[config.mk]
export PLATFORM = sky130hd
export DESIGN_NAME = xgmac_pause_stats
export DESIGN_NICKNAME = d
export VERILOG_FILES = /design/src/rtl/xgmac_pause_stats.sv
export SDC_FILE = /design/constraint.sdc
export NUM_CORES = 1
export LEC_CHECK = 0
export BUFFER_PORTS_ARGS = -buffer_cell sky130_fd_sc_hd__buf_4
export CORE_MARGIN = 4
export CORE_UTILIZATION = 47
export DETAILED_ROUTE_END_ITERATION = 6
export PLACE_DENSITY = 0.72
export SETUP_SLACK_MARGIN = 0.1
export SLEW_MARGIN = 20
export SYNTH_ARGS = -nofsm -noshare
export SYNTH_HDL_FRONTEND = slang
export SYNTH_SLANG_ARGS = --single-unit
[constraint.sdc]
create_clock -name clk -period 20.1 [get_ports clk]
set_input_delay 4.02 -clock clk [delete_from_list [all_inputs] [get_ports clk]]
set_output_delay 4.02 -clock clk [all_outputs]
set_load 0.02 [all_outputs]
[src/rtl/xgmac_pause_stats.sv]
// XGMAC glue: FIFO-level driven XOFF/XON pause generation, saturating RX/TX statistics, MAC config vectors.
// Optional feature macro: XGMAC_PAUSE_XON_EN (explicit XON frame with zero quanta when paused traffic resumes).
module xgmac_pause_stats #(
    parameter int          CNT_W        = 32,
    parameter int          LVL_W        = 10,
    parameter int          HI_WM        = 768,
    parameter int          LO_WM        = 256,
    parameter logic [15:0] PAUSE_QUANTA = 16'hFFFF,
    parameter int          REFRESH_CYC  = 4096
) (
    input  logic             clk,
    input  logic             rst,
    input  logic [LVL_W-1:0] fifo_level,
    input  logic             tx_enable,
    input  logic             rx_enable,
    input  logic             rx_statistics_valid,
    input  logic [29:0]      rx_statistics_vector,
    input  logic             tx_statistics_valid,
    input  logic [25:0]      tx_statistics_vector,
    input  logic [1:0]       status_vector,
    input  logic [2:0]       stat_sel,
    input  logic             stat_rd,
    input  logic             stat_clr,
    output logic [CNT_W-1:0] stat_data,
    output logic             pause_req,
    output logic [15:0]      pause_val,
    output logic [79:0]      rx_configuration_vector,
    output logic [79:0]      tx_configuration_vector
);

    localparam int               RC_W    = $clog2(REFRESH_CYC);
    localparam logic [RC_W-1:0]  RC_LAST = RC_W'(REFRESH_CYC - 1);
    localparam logic [LVL_W-1:0] HI_LVL  = LVL_W'(HI_WM);
    localparam logic [LVL_W-1:0] LO_LVL  = LVL_W'(LO_WM);

    typedef enum logic [1:0] {S_IDLE, S_XOFF, S_HOLD, S_XON} state_t;

    state_t           r_state;
    state_t           w_state_next;
    logic [RC_W-1:0]  r_refresh;
    logic [RC_W-1:0]  w_refresh_next;
    logic             r_pause_req;
    logic [15:0]      r_pause_val;
    logic             w_pulse_next;
    logic [1:0]       r_status_prev;
    logic [1:0]       w_rise;
    logic [CNT_W-1:0] w_inc [8];
    logic [CNT_W-1:0] w_cnt [8];
    logic [CNT_W-1:0] r_stat_data;
    logic [79:0]      r_rx_cfg;
    logic [79:0]      r_tx_cfg;
    logic             w_rx_good;
    logic             w_tx_good;
    logic             w_unused;

    assign w_rx_good = rx_statistics_valid & rx_statistics_vector[0];
    assign w_tx_good = tx_statistics_valid & tx_statistics_vector[0];
    assign w_rise    = status_vector & ~r_status_prev;
    assign w_unused  = ^{rx_statistics_vector[29:19], rx_statistics_vector[4:2],
                         tx_statistics_vector[25:19], tx_statistics_vector[4:2]};

    assign w_inc[0] = CNT_W'(w_rx_good);
    assign w_inc[1] = CNT_W'(rx_statistics_valid & rx_statistics_vector[1]);
    assign w_inc[2] = w_rx_good ? CNT_W'(rx_statistics_vector[18:5]) : '0;
    assign w_inc[3] = CNT_W'(w_tx_good);
    assign w_inc[4] = CNT_W'(tx_statistics_valid & tx_statistics_vector[1]);
    assign w_inc[5] = w_tx_good ? CNT_W'(tx_statistics_vector[18:5]) : '0;
    assign w_inc[6] = CNT_W'(w_rise[0]);
    assign w_inc[7] = CNT_W'(w_rise[1]);

    // A clear that coincides with an increment keeps the increment so no event is lost.
    genvar gi;
    generate
        for (gi = 0; gi < 8; gi++) begin : g_cnt
            logic [CNT_W-1:0] r_cnt;
            logic [CNT_W:0]   w_sum;
            logic             w_clr;

            assign w_sum      = {1'b0, r_cnt} + {1'b0, w_inc[gi]};
            assign w_clr      = stat_clr && (stat_sel == 3'(gi));
            assign w_cnt[gi]  = r_cnt;

            always_ff @(posedge clk or posedge rst) begin
                if (rst) begin
                    r_cnt <= '0;
                end else if (w_clr) begin
                    r_cnt <= w_inc[gi];
                end else if (w_sum[CNT_W]) begin
                    r_cnt <= '1;
                end else begin
                    r_cnt <= w_sum[CNT_W-1:0];
                end
            end
        end
    endgenerate

    always_ff @(posedge clk or posedge rst) begin
        if (rst) begin
            r_status_prev <= '0;
            r_stat_data   <= '0;
            r_rx_cfg      <= '0;
            r_tx_cfg      <= '0;
        end else begin
            r_status_prev <= status_vector;
            if (stat_rd) begin
                r_stat_data <= w_cnt[stat_sel];
            end
            r_rx_cfg <= {78'd0, rx_enable, 1'b0};
            r_tx_cfg <= {74'd0, 1'b1, 3'd0, tx_enable, 1'b0};
        end
    end

    always_comb begin
        w_state_next   = r_state;
        w_refresh_next = r_refresh;
        case (r_state)
            S_IDLE: begin
                if (fifo_level >= HI_LVL) begin
                    w_state_next = S_XOFF;
                end
            end
            S_XOFF: begin
                w_refresh_next = '0;
                w_state_next   = S_HOLD;
            end
            S_HOLD: begin
                w_refresh_next = r_refresh + 1'b1;
                if (fifo_level < LO_LVL) begin
                    w_state_next = S_XON;
                end else if (r_refresh == RC_LAST) begin
                    w_state_next = S_XOFF;
                end
            end
            S_XON: begin
                w_state_next = S_IDLE;
            end
            default: begin
                w_state_next = S_IDLE;
            end
        endcase
        if (!rx_enable) begin
            w_state_next = S_IDLE;
        end
    end

`ifdef XGMAC_PAUSE_XON_EN
    assign w_pulse_next = (w_state_next == S_XOFF) || (w_state_next == S_XON);
`else
    assign w_pulse_next = (w_state_next == S_XOFF);
`endif

    // Pulse and quanta are registered together so pause_val is valid in the pause_req cycle.
    always_ff @(posedge clk or posedge rst) begin
        if (rst) begin
            r_state     <= S_IDLE;
            r_refresh   <= '0;
            r_pause_req <= 1'b0;
            r_pause_val <= '0;
        end else begin
            r_state     <= w_state_next;
            r_refresh   <= w_refresh_next;
            r_pause_req <= w_pulse_next;
            if (w_state_next == S_XOFF) begin
                r_pause_val <= PAUSE_QUANTA;
            end
`ifdef XGMAC_PAUSE_XON_EN
            else if (w_state_next == S_XON) begin
                r_pause_val <= 16'h0000;
            end
`endif
        end
    end

    assign stat_data               = r_stat_data;
    assign pause_req               = r_pause_req;
    assign pause_val               = r_pause_val;
    assign rx_configuration_vector = r_rx_cfg;
    assign tx_configuration_vector = r_tx_cfg;

endmodule

### Word level (Yosys, flattened, before mapping)

Index checks and enable logic that the tools add are counted.

| cells by class | value |
|---|---|
| add/subtract/negate cells | 9 |
| magnitude comparators | 3 |
| eq/ne operators | 12 |
| muxes and demuxes | 27 |
| bitwise logic cells | 7 |
| reduce and logical (&&, ||, !) cells | 11 |

Operators with widths:

| kind | count |
|---|---|
| $mux 32 | 18 |
| $add 32x1->33 | 6 |
| $bmux 32 s3 | 1 |
| $add 32x14->33 | 2 |
| $mux 14 | 2 |
| $pmux 12 s2 | 1 |
| $add 12x1->12 const B | 1 |
| $eq 12x12->1 const B | 1 |
| $eq 3x3->1 const B | 4 |
| $ge 10x10->1 const B | 1 |
| $lt 10x9->1 const B | 1 |
| $logic_and 1x1->1 | 8 |
| $mux 2 | 4 |
| $pmux 2 s4 | 1 |
| $eq 3x2->1 const B | 2 |
| $and 1x1->1 | 4 |
| $eq 2x1->1 const B | 2 |
| $eq 2x2->1 const B | 2 |
| $ge 4x4->1 const B | 1 |
| $not 3->4 | 1 |
| $eq 3x1->1 const B | 1 |
| $logic_not 3->1 | 1 |
| $and 2x2->2 | 1 |
| $logic_not 2->1 | 1 |
| 2 further kinds | 2 |

| storage, ports and cells | value |
|---|---|
| bits in registers | 309 |
| input bits | 79 |
| logic and storage cells | 85 |

### Longest topological paths before layout

| depth | value |
|---|---|
| word-level depth | 6 |
| mapped depth | 11 |
| gate-level depth less buffers | 9 |

### Least setup slack after synthesis

OpenSTA, ideal clock, no wires.

| path | value |
|---|---|
| path type | input to register |
| start point | input port rx_statistics_vector[0] |
| end point | register g_cnt[0].r_cnt[29] |
| data arrival time | 6.637 ns |
| setup slack | 13.376 ns |
| cell stages on the path | 11 |
| buffers on the path | 2 |
| cell sequence | clkbuf_1 and2_1 ha_1 ha_1 nand4_1 or4_4 or3_4 or3_1 buf_6 and4_1 a211oi_2 |

| on the way | value |
|---|---|
| word-level cells in the longest chain between the ends | 4 |

RTL lines:

| item | RTL line | text |
|---|---|---|
| start: declaration | 17 | `input logic [29:0] rx_statistics_vector,` |
| $and 1x1->1 | 56 | `assign w_rx_good = rx_statistics_valid & rx_statistics_vector[0];` |
| $add 32x1->33 | 79 | `assign w_sum = {1'b0, r_cnt} + {1'b0, w_inc[gi]};` |
| $mux 32 | 88 | `end else if (w_sum[CNT_W]) begin` |
| $mux 32 | 86 | `end else if (w_clr) begin` |
| end signal: assignment | 87 | `r_cnt <= w_inc[gi];` |
| end signal: assignment | 91 | `r_cnt <= w_sum[CNT_W-1:0];` |
| end: declaration | 75 | `logic [CNT_W-1:0] r_cnt;` |

No other way between the ends.
A chain may end at the register's enable or synchronous reset.

### Worst setup path after layout

| path | value |
|---|---|
| start point | input port rx_statistics_valid |
| end point | register g_cnt[2].r_cnt[17] |

| on the way | value |
|---|---|
| word-level cells in the longest chain between the ends | 5 |

RTL lines:

| item | RTL line | text |
|---|---|---|
| start: declaration | 16 | `input logic rx_statistics_valid,` |
| $and 1x1->1 | 56 |  |
| $mux 14 | 64 | `assign w_inc[2] = w_rx_good ? CNT_W'(rx_statistics_vector[18:5]) : '0;` |
| $add 32x14->33 | 79 |  |
| $mux 32 | 88 |  |
| $mux 32 | 86 |  |
| end signal: assignment | 87 |  |
| end signal: assignment | 91 |  |
| end: declaration | 75 |  |

No other way between the ends.

==> results.yml <==
drt:
  route.detailed.drc: 0
  via_per_inst: 5.868
  routed_wirelength_um: 49070
  drtAntennaViolNets: 0
  detailedRoute.firstIterationViolations: 1519
  detail_route.wl_per_cell_um: 18.80
  dr.pass1.iters: 5
  vias: 15320
yosys:
  yosys-top-cells-area: "dfrtp_1, mux4_2, buf_4"
  yosysSeqAreaShare_pct: 40.04
  netlist.area_leader.share_pct: 40.04
  synth-edff-count: 0
  synthXorXnorAreaFrac_pct: 7.982
  synthSimpleGateAreaFrac_pct: 17.40
  synthMostInstantiatedCell: "dfrtp_1"
  asyncSetResetFlopFracSynth_pct: 100.0
  yosys_most_used_dff: "dfrtp_1"
  post_synth_mux_area_share_pct: 9.453
  netlist_instances: 2011
  netlist_top_cells_count: "dfrtp_1, a21oi_1, buf_4"
  top_cell_type_by_total_area_after_synthesis: "dfrtp_1"
  syn_avg_cell_area_um2: 9.603
  synth_top_family_by_area: "simple AND/OR/NAND/NOR gates"
  compound_cell_area_share_of_the_yosys_netlist_pct: 12.85
  synthAdderAreaFrac_pct: 2.993
  syn-cell-area_um2: 19310
  synth.yosys.warnings: 0
  ys_seq_elements: 309
  ys_types: 70
grt:
  globalRouteOverflowTotal: 0
  grt_pass1_vias: 14540
  grt_first_pass_wirelength_um: 78370
  grtUsageTotal_pct: 21.40
  grt_antenna_before_repair: 0
  grt_start_max_net_pins: 111
clock_network:
  cts.clk_slew.worst_paths_ns: 0.05
  cts-htree-levels: 2
  tritoncts: "yes"
  sinks_on_the_clock_net: 309
  clk-insertion-delay-late_ns: 0.53
  postCtsHoldBufs: 0
  post_cts_resized: 0
  cts_post_setup_buffers_inserted: 0
  cts.root.buffer_cell: "clkbuf_16"
  cts_buffers: 36
  ctsLongestPathBuffers: 3
critical_path:
  crit_path_max_incr_delay_ns: 0.84
  path_buf_inv: 1
  crit_path_cell_trace: "buf_4 -> and3_1 -> ha_1 -> fa_1 -> a211oi_1 -> o31ai_1 -> o221ai_1 -> a21oi_1 -> nand2_1 -> a31oi_1"
  critPathSlowestCell: "a21oi_1"
  arrival_ns: 7.57
  worstPathRequired_ns: 20.53
  top_fanout_value_on_the_critical_path: 16
  timing_worst_setup_path_type: "primary input to flop"
  setup.worst_path.end_class: "flop"
  critical-path-top-delay-family: "compound AO/OA/AOI/OAI gates"
  critical_path.startpoint_type: "primary input"
timing:
  max_freq_mhz: 139.9
  hold_viol: 0
  timing.final.crit_share_pct: 35.55
  period_needed_ns: 7.146
  max_slew_margin_pct: 28.36
  tightestPinTransition_ns: 1.075
  slew_viol_final: 0
  clock-skew-final_ns: 0.02329
  post-route-worst-setup-slack_ns: 12.95
  setup_viol_count_final: 0
  rsz0062_at_grt: "no"
  setup_tns_ns: 0
  whs_ns: 0.5294
run:
  number_of_max_capacitance_violations_reported: 0
layout:
  stdcell_area_um2: 21120
  share_of_final_layout_standard_cells_stronger_than_drive_strength_1_pct: 13.05
  antennaDiodeCount: 0
  design.final.nets: 2181
  layout.cells.non_filler: 2610
  postLayoutCoreUtil_pct: 52.55
  filler_cell_count: 3624
  area_growth_pct: 9.362
place:
  postPlaceCellArea_um2: 19790
  io_buffer_count: 98
  dp_worst_setup_slack_ns: 12.61
  placed_cells_incl_taps: 2543
  gp_routability_congestion: 0.9051
  detailed_place_hpwl_um: 35120
outcome:
  run_status: "complete, no violations"
floorplan:
  core_area_um2: 40190
  initial_utilization_pct: 48.05
  die_height_um: 210.7
  die_area_um2: 44400
  ios: 288
  die_x_um: 210.7
  row_count: 73
power:
  total_leakage_power_nw: 9.258
  fin_total_pwr_mw: 1.941
  vdd.ir_drop.worst_v: 0.00006360
  power.density_nw_per_um2: 91.92
min_path:
  worstHoldPathType: "flop to flop"
## worst register-to-register path: cells and delay by family (launching register included)
kind,cells,cell delay [ns]
compound gates,5,2.25
fa+ha+maj,2,0.47
flops,1,0.36
simple gates,1,0.48
## path summary, 6_finish.rpt
path / cells after the start / end / start / slack, ns
max: 10 / g_cnt[2].r_cnt[17] / rx_statistics_valid / 12.95
max in group asynchronous: 4 / g_cnt[3].r_cnt[7] / rst / 14.30
min reg2reg: 2 / stat_data[17] / stat_data[17] / 0.53
max reg2reg: 8 / g_cnt[2].r_cnt[17] / g_cnt[2].r_cnt[0] / 16.45
min: 2 / stat_data[17] / stat_data[17] / 0.53
min in group asynchronous: 2 / r_refresh[10] / rst / 3.63
## area by class of cell
type                            count  area, um2  area share [%]
Timing Repair Buffer              113      868.3           4.111
Clock inverter                     17      270.3           1.280
Clock buffer                       49       1031           4.882
Multi-Input combinational cell   1558      10410           49.28
Tap cell                          525      656.9           3.110
Inverter                           39      153.9          0.7287
Sequential cell                   309       7732           36.61
## layout by cell type (no fill, tap or decap), types with 10 or more instances in the layout
cell       instances
o21ai_0           23
conb_1           158
nand4_1           52
nand3_1          103
clkbuf_16         37
dfrtp_1          309
and4_1            21
a21o_1            10
nor3_1            52
inv_1             38
or2_2             15
nor4_1            13
and3_1            69
nand2_1          114
buf_4            112
a21oi_1          250
xnor2_1           77
mux4_2            63
nor2_1           157
mux2i_1           38
a211oi_1          12
a31oi_1           42
xor2_1            99
ha_1              43
## per-layer routing
metal | wire length [um] | global-route usage (%) | vias up | share of wire [%]
met5 | 0 | 0 | - | 0
met4 | 1480 | 6.886 | 0 | 3.0
met3 | 3116 | 2.822 | 94 | 6.4
met2 | 23480 | 34.45 | 570 | 48
met1 | 20990 | 30.32 | 7562 | 43
li1 | - | - | 7089 | -
## logic make-up (layout without fill, tap and decap cells)
| kind of cell | Yosys count | count (layout) |
|---|---|---|
| and+or+nand+nor | 659 | 659 |
| AOI/OAI and AO/OA | 418 | 418 |
| DFF | 309 | 309 |
| buffers and inverters | 300 | 218 |
| xor gates and xnor gates | 176 | 176 |
| muxes | 102 | 102 |
| adders and majority gates | 45 | 45 |
| other | 2 | 158 |
## power breakdown
group / internal (mW) / switching [mW] / leakage (nW)
registers: 0.697 / 0.0813 / 4.13
logic: 0.189 / 0.256 / 4.48
clock network: 0.451 / 0.267 / 0.642
## sequential cells by signal, summed over array words and instances, names as in the netlist
register / cells
g_cnt.r_cnt: 256
pause_val: 1
r_status_prev: 2
tx_configuration_vector: 2
stat_data: 32
r_refresh: 12
rx_configuration_vector: 1
pause_req: 1
r_state: 2
No activity file was read; power rests on OpenSTA's default activity.
